**config.mk**
```make
export PLATFORM = sky130hd
export DESIGN_NAME = sram_port_ctrl_flat
export DESIGN_NICKNAME = d
export VERILOG_FILES = /design/src/rtl/sram_port_ctrl_if.sv /design/src/rtl/sram_port_ctrl.sv /design/src/flat_wrapper.sv
export SDC_FILE = /design/constraint.sdc
export NUM_CORES = 1
export LEC_CHECK = 0
export CAP_MARGIN = 20
export CORE_AREA = 2 2 320 322
export DETAILED_ROUTE_END_ITERATION = 8
export DIE_AREA = 0 0 322 324
export GPL_TIMING_DRIVEN = 0
export PLACE_DENSITY = 0.49
export REMOVE_ABC_BUFFERS = 1
export SLEW_MARGIN = 20
export SYNTH_ARGS = -nofsm -noshare
export SYNTH_HDL_FRONTEND = slang
export SYNTH_SLANG_ARGS = --single-unit
```
**constraint.sdc**
```tcl
create_clock -name clock -period 24.7 [get_ports clock]
set_clock_uncertainty 0.05 [all_clocks]
set_input_delay 6.175 -clock clock [delete_from_list [all_inputs] [get_ports clock]]
set_output_delay 6.175 -clock clock [all_outputs]
set_load 0.01 [all_outputs]
```
**src/rtl/sram_port_ctrl_if.sv**
```systemverilog
// Write/read request and read response channels
// between a client and the SRAM port controller.
interface sram_port_ctrl_if #(
  parameter int ADDR_W = 8,
  parameter int DATA_W = 192,
  parameter int SEGS   = 8
);
  logic              w_req_valid;
  logic              w_req_ready;
  logic [ADDR_W-1:0] w_req_addr;
  logic [DATA_W-1:0] w_req_data;
  logic [SEGS-1:0]   w_req_mask;

  logic              r_req_valid;
  logic              r_req_ready;
  logic [ADDR_W-1:0] r_req_addr;

  logic              r_resp_valid;
  logic              r_resp_ready;
  logic [DATA_W-1:0] r_resp_data;

  modport master (
    output w_req_valid, w_req_addr,
    output w_req_data, w_req_mask,
    input  w_req_ready,
    output r_req_valid, r_req_addr,
    input  r_req_ready,
    input  r_resp_valid, r_resp_data,
    output r_resp_ready
  );

  modport slave (
    input  w_req_valid, w_req_addr,
    input  w_req_data, w_req_mask,
    output w_req_ready,
    input  r_req_valid, r_req_addr,
    output r_req_ready,
    output r_resp_valid, r_resp_data,
    input  r_resp_ready
  );
endinterface

```
**src/rtl/sram_port_ctrl.sv**
```systemverilog
// Single-port masked SRAM initiator: zero-fill sweep,
// write/read arbitration and a 2-entry read response FIFO.
module sram_port_ctrl #(
  parameter int DEPTH         = 256,
  parameter int ADDR_W        = 8,
  parameter int DATA_W        = 192,
  parameter int SEGS          = 8,
  parameter bit INIT_ON_RESET = 1'b1
) (
  input  logic              clock,
  input  logic              reset,
  output logic              init_done,
  sram_port_ctrl_if.slave   bus,
  output logic              sram_en,
  output logic              sram_wmode,
  output logic [ADDR_W-1:0] sram_addr,
  output logic [SEGS-1:0]   sram_wmask,
  output logic [DATA_W-1:0] sram_wdata,
  input  logic [DATA_W-1:0] sram_rdata
);

  typedef enum logic {S_INIT, S_RUN} state_t;

  localparam logic [ADDR_W-1:0] LAST = ADDR_W'(DEPTH - 1);

  state_t            state, state_nxt;
  logic [ADDR_W-1:0] ptr, ptr_nxt;
  logic              last_rd, last_rd_nxt;
  logic              inflight, inflight_nxt;
  logic              grant_rd, grant_wr;

  logic [DATA_W-1:0] fifo_mem [2];
  logic              wr_ptr, rd_ptr;
  logic [1:0]        count;
  logic              resp_valid;
  logic              pop;
  logic [2:0]        credit;
  logic              credit_ok;
  logic              rd_ok;

  assign resp_valid = !reset && (count != 2'd0);
  assign pop        = resp_valid && bus.r_resp_ready;

  // A read may issue only if its data will find a FIFO slot,
  // counting the read already in the SRAM pipe.
  assign credit    = 3'(count) + 3'(inflight) - 3'(pop);
  assign credit_ok = credit < 3'd2;
  assign rd_ok     = bus.r_req_valid && credit_ok;

  assign bus.r_resp_valid = resp_valid;
  assign bus.r_resp_data  = fifo_mem[rd_ptr];
  assign init_done        = !reset && (state == S_RUN);

  // Control state register.
  always_ff @(posedge clock) begin
    if (reset) begin
      state    <= INIT_ON_RESET ? S_INIT : S_RUN;
      ptr      <= '0;
      last_rd  <= 1'b0;
      inflight <= 1'b0;
    end else begin
      state    <= state_nxt;
      ptr      <= ptr_nxt;
      last_rd  <= last_rd_nxt;
      inflight <= inflight_nxt;
    end
  end

  // Sweep, arbitration and SRAM command generation.
  always_comb begin
    state_nxt       = state;
    ptr_nxt         = ptr;
    last_rd_nxt     = last_rd;
    inflight_nxt    = 1'b0;
    grant_rd        = 1'b0;
    grant_wr        = 1'b0;
    sram_en         = 1'b0;
    sram_wmode      = 1'b0;
    sram_addr       = '0;
    sram_wmask      = '0;
    sram_wdata      = '0;
    bus.w_req_ready = 1'b0;
    bus.r_req_ready = 1'b0;
    if (!reset) begin
      unique case (state)
        S_INIT: begin
          sram_en    = 1'b1;
          sram_wmode = 1'b1;
          sram_addr  = ptr;
          sram_wmask = '1;
          if (ptr == LAST) begin
            state_nxt = S_RUN;
          end else begin
            ptr_nxt = ptr + ADDR_W'(1);
          end
        end
        S_RUN: begin
          // On conflict the channel not served last wins.
          grant_rd = rd_ok &&
                     (!bus.w_req_valid || !last_rd);
          grant_wr = bus.w_req_valid && !grant_rd;
          unique case (1'b1)
            grant_rd: begin
              sram_en         = 1'b1;
              sram_addr       = bus.r_req_addr;
              bus.r_req_ready = 1'b1;
              inflight_nxt    = 1'b1;
              last_rd_nxt     = 1'b1;
            end
            grant_wr: begin
              sram_en         = 1'b1;
              sram_wmode      = 1'b1;
              sram_addr       = bus.w_req_addr;
              sram_wmask      = bus.w_req_mask;
              sram_wdata      = bus.w_req_data;
              bus.w_req_ready = 1'b1;
              last_rd_nxt     = 1'b0;
            end
            default: ;
          endcase
        end
        default: ;
      endcase
    end
  end

  // Response FIFO: capture read data one cycle after issue.
  always_ff @(posedge clock) begin
    if (reset) begin
      wr_ptr      <= 1'b0;
      rd_ptr      <= 1'b0;
      count       <= 2'd0;
      fifo_mem[0] <= '0;
      fifo_mem[1] <= '0;
    end else begin
      if (inflight) begin
        fifo_mem[wr_ptr] <= sram_rdata;
        wr_ptr           <= ~wr_ptr;
      end
      if (pop) begin
        rd_ptr <= ~rd_ptr;
      end
      count <= count + 2'(inflight) - 2'(pop);
    end
  end

endmodule

```
**src/flat_wrapper.sv**
```systemverilog
// flat-port wrapper written by rule: the top's interface ports become plain ports
module sram_port_ctrl_flat 
#(
  parameter int DEPTH         = 256,
  parameter int ADDR_W        = 8,
  parameter int DATA_W        = 192,
  parameter int SEGS          = 8,
  parameter bit INIT_ON_RESET = 1'b1
)
  (clock, reset, init_done, sram_en, sram_wmode, sram_addr, sram_wmask, sram_wdata, sram_rdata, bus_w_req_valid, bus_w_req_addr, bus_w_req_data, bus_w_req_mask, bus_w_req_ready, bus_r_req_valid, bus_r_req_addr, bus_r_req_ready, bus_r_resp_valid, bus_r_resp_data, bus_r_resp_ready);
  sram_port_ctrl_if #(.ADDR_W(ADDR_W), .DATA_W(DATA_W), .SEGS(SEGS)) bus_i ();
  input  logic clock;
  input  logic reset;
  output logic init_done;
  output logic sram_en;
  output logic sram_wmode;
  output logic [ADDR_W-1:0] sram_addr;
  output logic [SEGS-1:0] sram_wmask;
  output logic [DATA_W-1:0] sram_wdata;
  input  logic [DATA_W-1:0] sram_rdata;
  input wire logic [$bits(bus_i.w_req_valid)-1:0] bus_w_req_valid;
  input wire logic [$bits(bus_i.w_req_addr)-1:0] bus_w_req_addr;
  input wire logic [$bits(bus_i.w_req_data)-1:0] bus_w_req_data;
  input wire logic [$bits(bus_i.w_req_mask)-1:0] bus_w_req_mask;
  output wire logic [$bits(bus_i.w_req_ready)-1:0] bus_w_req_ready;
  input wire logic [$bits(bus_i.r_req_valid)-1:0] bus_r_req_valid;
  input wire logic [$bits(bus_i.r_req_addr)-1:0] bus_r_req_addr;
  output wire logic [$bits(bus_i.r_req_ready)-1:0] bus_r_req_ready;
  output wire logic [$bits(bus_i.r_resp_valid)-1:0] bus_r_resp_valid;
  output wire logic [$bits(bus_i.r_resp_data)-1:0] bus_r_resp_data;
  input wire logic [$bits(bus_i.r_resp_ready)-1:0] bus_r_resp_ready;
  assign bus_i.w_req_valid = bus_w_req_valid;
  assign bus_i.w_req_addr = bus_w_req_addr;
  assign bus_i.w_req_data = bus_w_req_data;
  assign bus_i.w_req_mask = bus_w_req_mask;
  assign bus_w_req_ready = bus_i.w_req_ready;
  assign bus_i.r_req_valid = bus_r_req_valid;
  assign bus_i.r_req_addr = bus_r_req_addr;
  assign bus_r_req_ready = bus_i.r_req_ready;
  assign bus_r_resp_valid = bus_i.r_resp_valid;
  assign bus_r_resp_data = bus_i.r_resp_data;
  assign bus_i.r_resp_ready = bus_r_resp_ready;
  sram_port_ctrl #(.DEPTH(DEPTH), .ADDR_W(ADDR_W), .DATA_W(DATA_W), .SEGS(SEGS), .INIT_ON_RESET(INIT_ON_RESET)) u_core (.clock(clock), .reset(reset), .init_done(init_done), .bus(bus_i), .sram_en(sram_en), .sram_wmode(sram_wmode), .sram_addr(sram_addr), .sram_wmask(sram_wmask), .sram_wdata(sram_wdata), .sram_rdata(sram_rdata));
endmodule
```
==> implementation parameters <==
Parameter                              Value

Status
  Status ... finished clean

Synthesis
  Yosys synthesis warning count ... 0
  Mean instance size in the synthesized netlist ... 13.6 sq um
  Unique cell type count in the Yosys netlist ... 43
  Sequential element share of the synthesized area ... 0.625
  Synthesis-stage register bit count ... 400
  Number of instances in the synthesized netlist ... 1,391
  Summed instance area of the synthesized netlist ... 19,000 sq um

Detailed routing
  Routed wirelength normalized by instance count ... 24.2 um
  Antenna-violating nets left ... 0
  Vias after detailed routing ... 14,500
  Wire length after detailed routing ... 86,700 um
  Number of optimization iterations in the first detailed-route pass ... 5
  DRC Markers ... 0
  Violation count after the first detailed-route iteration ... 644
  Mean number of vias per cell ... 4.04

Critical path
  Worst-path fanout max ... 99
  Critical path class ... primary input to output port
  Critical path's slowest cell ... clkdlybuf4s50_1
  Worst path bufs/invs ... 5
  Critical path launch point type ... primary input
  Data arrival time of the critical path ... 10.96 ns
  Crit path largest cell delay ... 0.84 ns
  Critical register-to-register path startpoint ... u_core.count[1]$_SDFF_PP0_
  Kind of end point of the critical path ... output port
  Kind of cell with the highest combined delay on the critical path ... buffers and inverters
  Ordered cell list for the critical path ... buf_2 -> o21bai_1 -> nor2_1 -> ha_1 -> inv_1 -> ha_1 -> fa_1 -> xnor2_2 -> o311a_4 -> buf_16 -> buf_16 -> and2_1 -> clkdlybuf4s50_1
  Critical path required time ... 18.48 ns
  Start point of the critical path ... reset

STA
  Slew Viols, Final ... 0
  Final cycle utilization of the critical path ... 0.696
  Min cycle time layout ... 17.18 ns
  Worst Max-Slew Pin Slew ... 1.07 ns
  Worst slew margin ... 0.282
  Number of failing setup endpoints in the final timing report ... 0
  Maximum frequency from static timing analysis ... 0.0582 GHz
  Final hold viol count ... 0
  Setup repair after global routing missed its margin ... false
  Setup slack of the critical path after layout ... 7.52 ns

Layout
  Cell Count, Final, Fillers Out ... 3,578
  Area added between synthesis and finish ... 62.5%
  Final #Nets ... 2,644
  Fraction of final layout cells with drive strength greater than 1 ... 0.145
  Final core utilization ... 0.305

Clock tree
  Source-to-sink clock delay at the later pin of the worst-skew pair ... 0.56 ns
  Number of sinks handled by clock tree synthesis ... 400
  Buffer levels on the longest clock path ... 3
  Setup bufs post-CTS ... 0
  Clock root cell ... clkbuf_16
  Inserted Clock Buffers ... 47
  CTS H-tree lvls ... 2
  Post-CTS Resized ... 0
  CTS tree ... done
  Quantity of hold-fixing buffers added after cts ... 0
  CTS clock-pin slew for the worst setup and hold paths ... 0.06 ns

Power
  Areal power density over the cells ... 50.7 nW/um^2
  Leakage Power ... 11.2 nW
  Max rail drop VDD ... 0.0377 mV

Place
  Count of buffers from port buffering ... 818
  Placed cell count ... 3,487
  Pre-CTS setup slack ... 7.50 ns
  DPL Wire Length ... 72,100 um
  Final weighted congestion of routability-driven global placement ... 0.914

Worst hold path
  Class of the worst hold path ... flop to flop
  Startpoint of the lowest-slack hold path ... u_core.inflight$_DFF_P_

Die
  Number of rows created at floorplan ... 117
  I/O pins ... 819
  Starting utilization of the core area ... 0.188
  Floorplan die height ... 324 um
  Total Die Area ... 104,000 sq um
  Die Width ... 322 um
  Placeable core region ... 101,000 sq um

GRT
  Number of global-route vias before repair ... 15,200
  Global-route wire length before repair ... 116,000 um
  Number of antenna violations at the first check in global routing ... 24
  Largest net degree at the start of global routing ... 100
  Global route overflow ... 0
  Overall global routing resource usage ... 0.158

Run
  Maximum capacitance violations ... 0
worst paths after layout:
check,end,slack (ns),depth (start not counted)
hold reg to reg,u_core.wr_ptr$_SDFFE_PP0P_,0.47,2
setup / recovery,sram_wdata[92],7.52,13
hold / removal,u_core.wr_ptr$_SDFFE_PP0P_,0.47,2
setup reg to reg,u_core.inflight$_DFF_P_,21.65,9
state kept, by name, summed over array words and instances, names as in the netlist, named ones only:
signal	flops
u_core.inflight	1
u_core.fifo_mem	384
u_core.ptr	8
u_core.rd_ptr	1
u_core.state	1
u_core.count	2
u_core.last_rd	1
u_core.wr_ptr	1
Yosys cell counts (all sizes together):
master / count / share of area
and4: 1 / 0.00046
nand3b: 1 / 0.00040
clkbuf: 77 / 0.015
o311ai: 8 / 0.0037
buf: 22 / 0.012
a21oi: 17 / 0.0045
a311oi: 8 / 0.0037
or3: 1 / 0.00033
or3b: 1 / 0.00046
nand4b: 2 / 0.00092
and3b: 1 / 0.00046
a311o: 1 / 0.00053
mux2: 193 / 0.11
dfxtp: 16 / 0.017
and4b: 1 / 0.00053
a21boi: 2 / 0.00079
xnor2: 2 / 0.0013
and3: 3 / 0.00099
nor3: 6 / 0.0016
o31a: 1 / 0.00046
o21bai: 1 / 0.00040
a31oi: 2 / 0.00066
nor2: 13 / 0.0026
and2: 577 / 0.19
mux2i: 1 / 0.00053
xor2: 1 / 0.00046
nor2b: 5 / 0.0016
fa: 1 / 0.0011
a211oi: 1 / 0.00040
nor4b: 1 / 0.00046
edfxtp: 384 / 0.61
nand2: 4 / 0.00079
ha: 3 / 0.0020
o41ai: 1 / 0.00046
nand2b: 1 / 0.00033
a41oi: 1 / 0.00046
inv: 9 / 0.0018
o211ai: 8 / 0.0032
o21ai: 4 / 0.0011
nand4: 8 / 0.0026
o311a: 1 / 0.0011
cell usage in the layout (no fill, tap or decap), types with 9 or more instances in the layout:
| cell | count |
|---|---|
| clkdlybuf4s50_1 | 817 |
| and2_1 | 577 |
| edfxtp_1 | 384 |
| mux2_2 | 193 |
| clkbuf_16 | 47 |
| buf_4 | 30 |
| buf_16 | 27 |
| a21oi_1 | 17 |
| clkbuf_1 | 15 |
| dfxtp_1 | 15 |
| nor2_1 | 13 |
| clkinv_1 | 11 |
| inv_1 | 9 |
layout make-up:
cell class | count | area [sq um]
Fill cell | 10300 | 70200
Sequential cell | 400 | 11900
Timing Repair Buffer | 886 | 9300
Multi-Input combinational cell | 883 | 6600
Tap cell | 1309 | 1640
Clock buffer | 62 | 1230
Clock inverter | 21 | 148
Inverter | 9 | 33.8
Antenna cell | 8 | 20.0
per-stage QoR:
step	hold WS [ns]	TNS [ns]	instance area [sq um]	power [mW]
global route	0.475	0	30800	1.62
global placement	0.442	-331.82	28300	0.950
detailed placement	0.447	0	29400	0.935
floorplan	0.423	0	18500	0.827
finish	0.466	0	30800	1.56
CTS	0.463	0	30800	1.59
worst min-delay path, delay by kind of cell (launching register included):
| kind | cells | cell delay (ns) |
|---|---|---|
| xor gates and xnor gates | 1 | 0.07 |
| DFF | 1 | 0.35 |
| and+or+nand+nor | 1 | 0.07 |
logic make-up (layout without fill, tap and decap cells):
family	Yosys count	after routing	share of synthesized area
other	0	8	0
DFF	400	400	0.625
xor gates and xnor gates	3	3	0.00178
muxes	194	194	0.115
buffers and inverters	108	978	0.0289
and+or+nand+nor	626	626	0.205
adders and majority gates	4	4	0.00303
AOI/OAI and AO/OA	56	56	0.0214
routing by layer:
metal  vias to the layer above  global-route usage  wire [um]
li1                       6567                   -          -
met2                       620               0.313      48100
met4                        22              0.0769       4480
met5                         -                   0        142
met1                      7081               0.139      26300
met3                       165              0.0588       7670
report_power, final:
| part | internal (mW) | total, mW | leakage (nW) | switching, mW |
|---|---|---|---|---|
| clock network | 0.369 | 0.644 | 0.671 | 0.275 |
| registers | 0.763 | 0.768 | 4.09 | 0.00563 |
| logic | 0.0983 | 0.151 | 6.42 | 0.0525 |
| total | 1.23 | 1.56 | 11.2 | 0.333 |
Note: power is estimated with default switching activity, not from simulation.
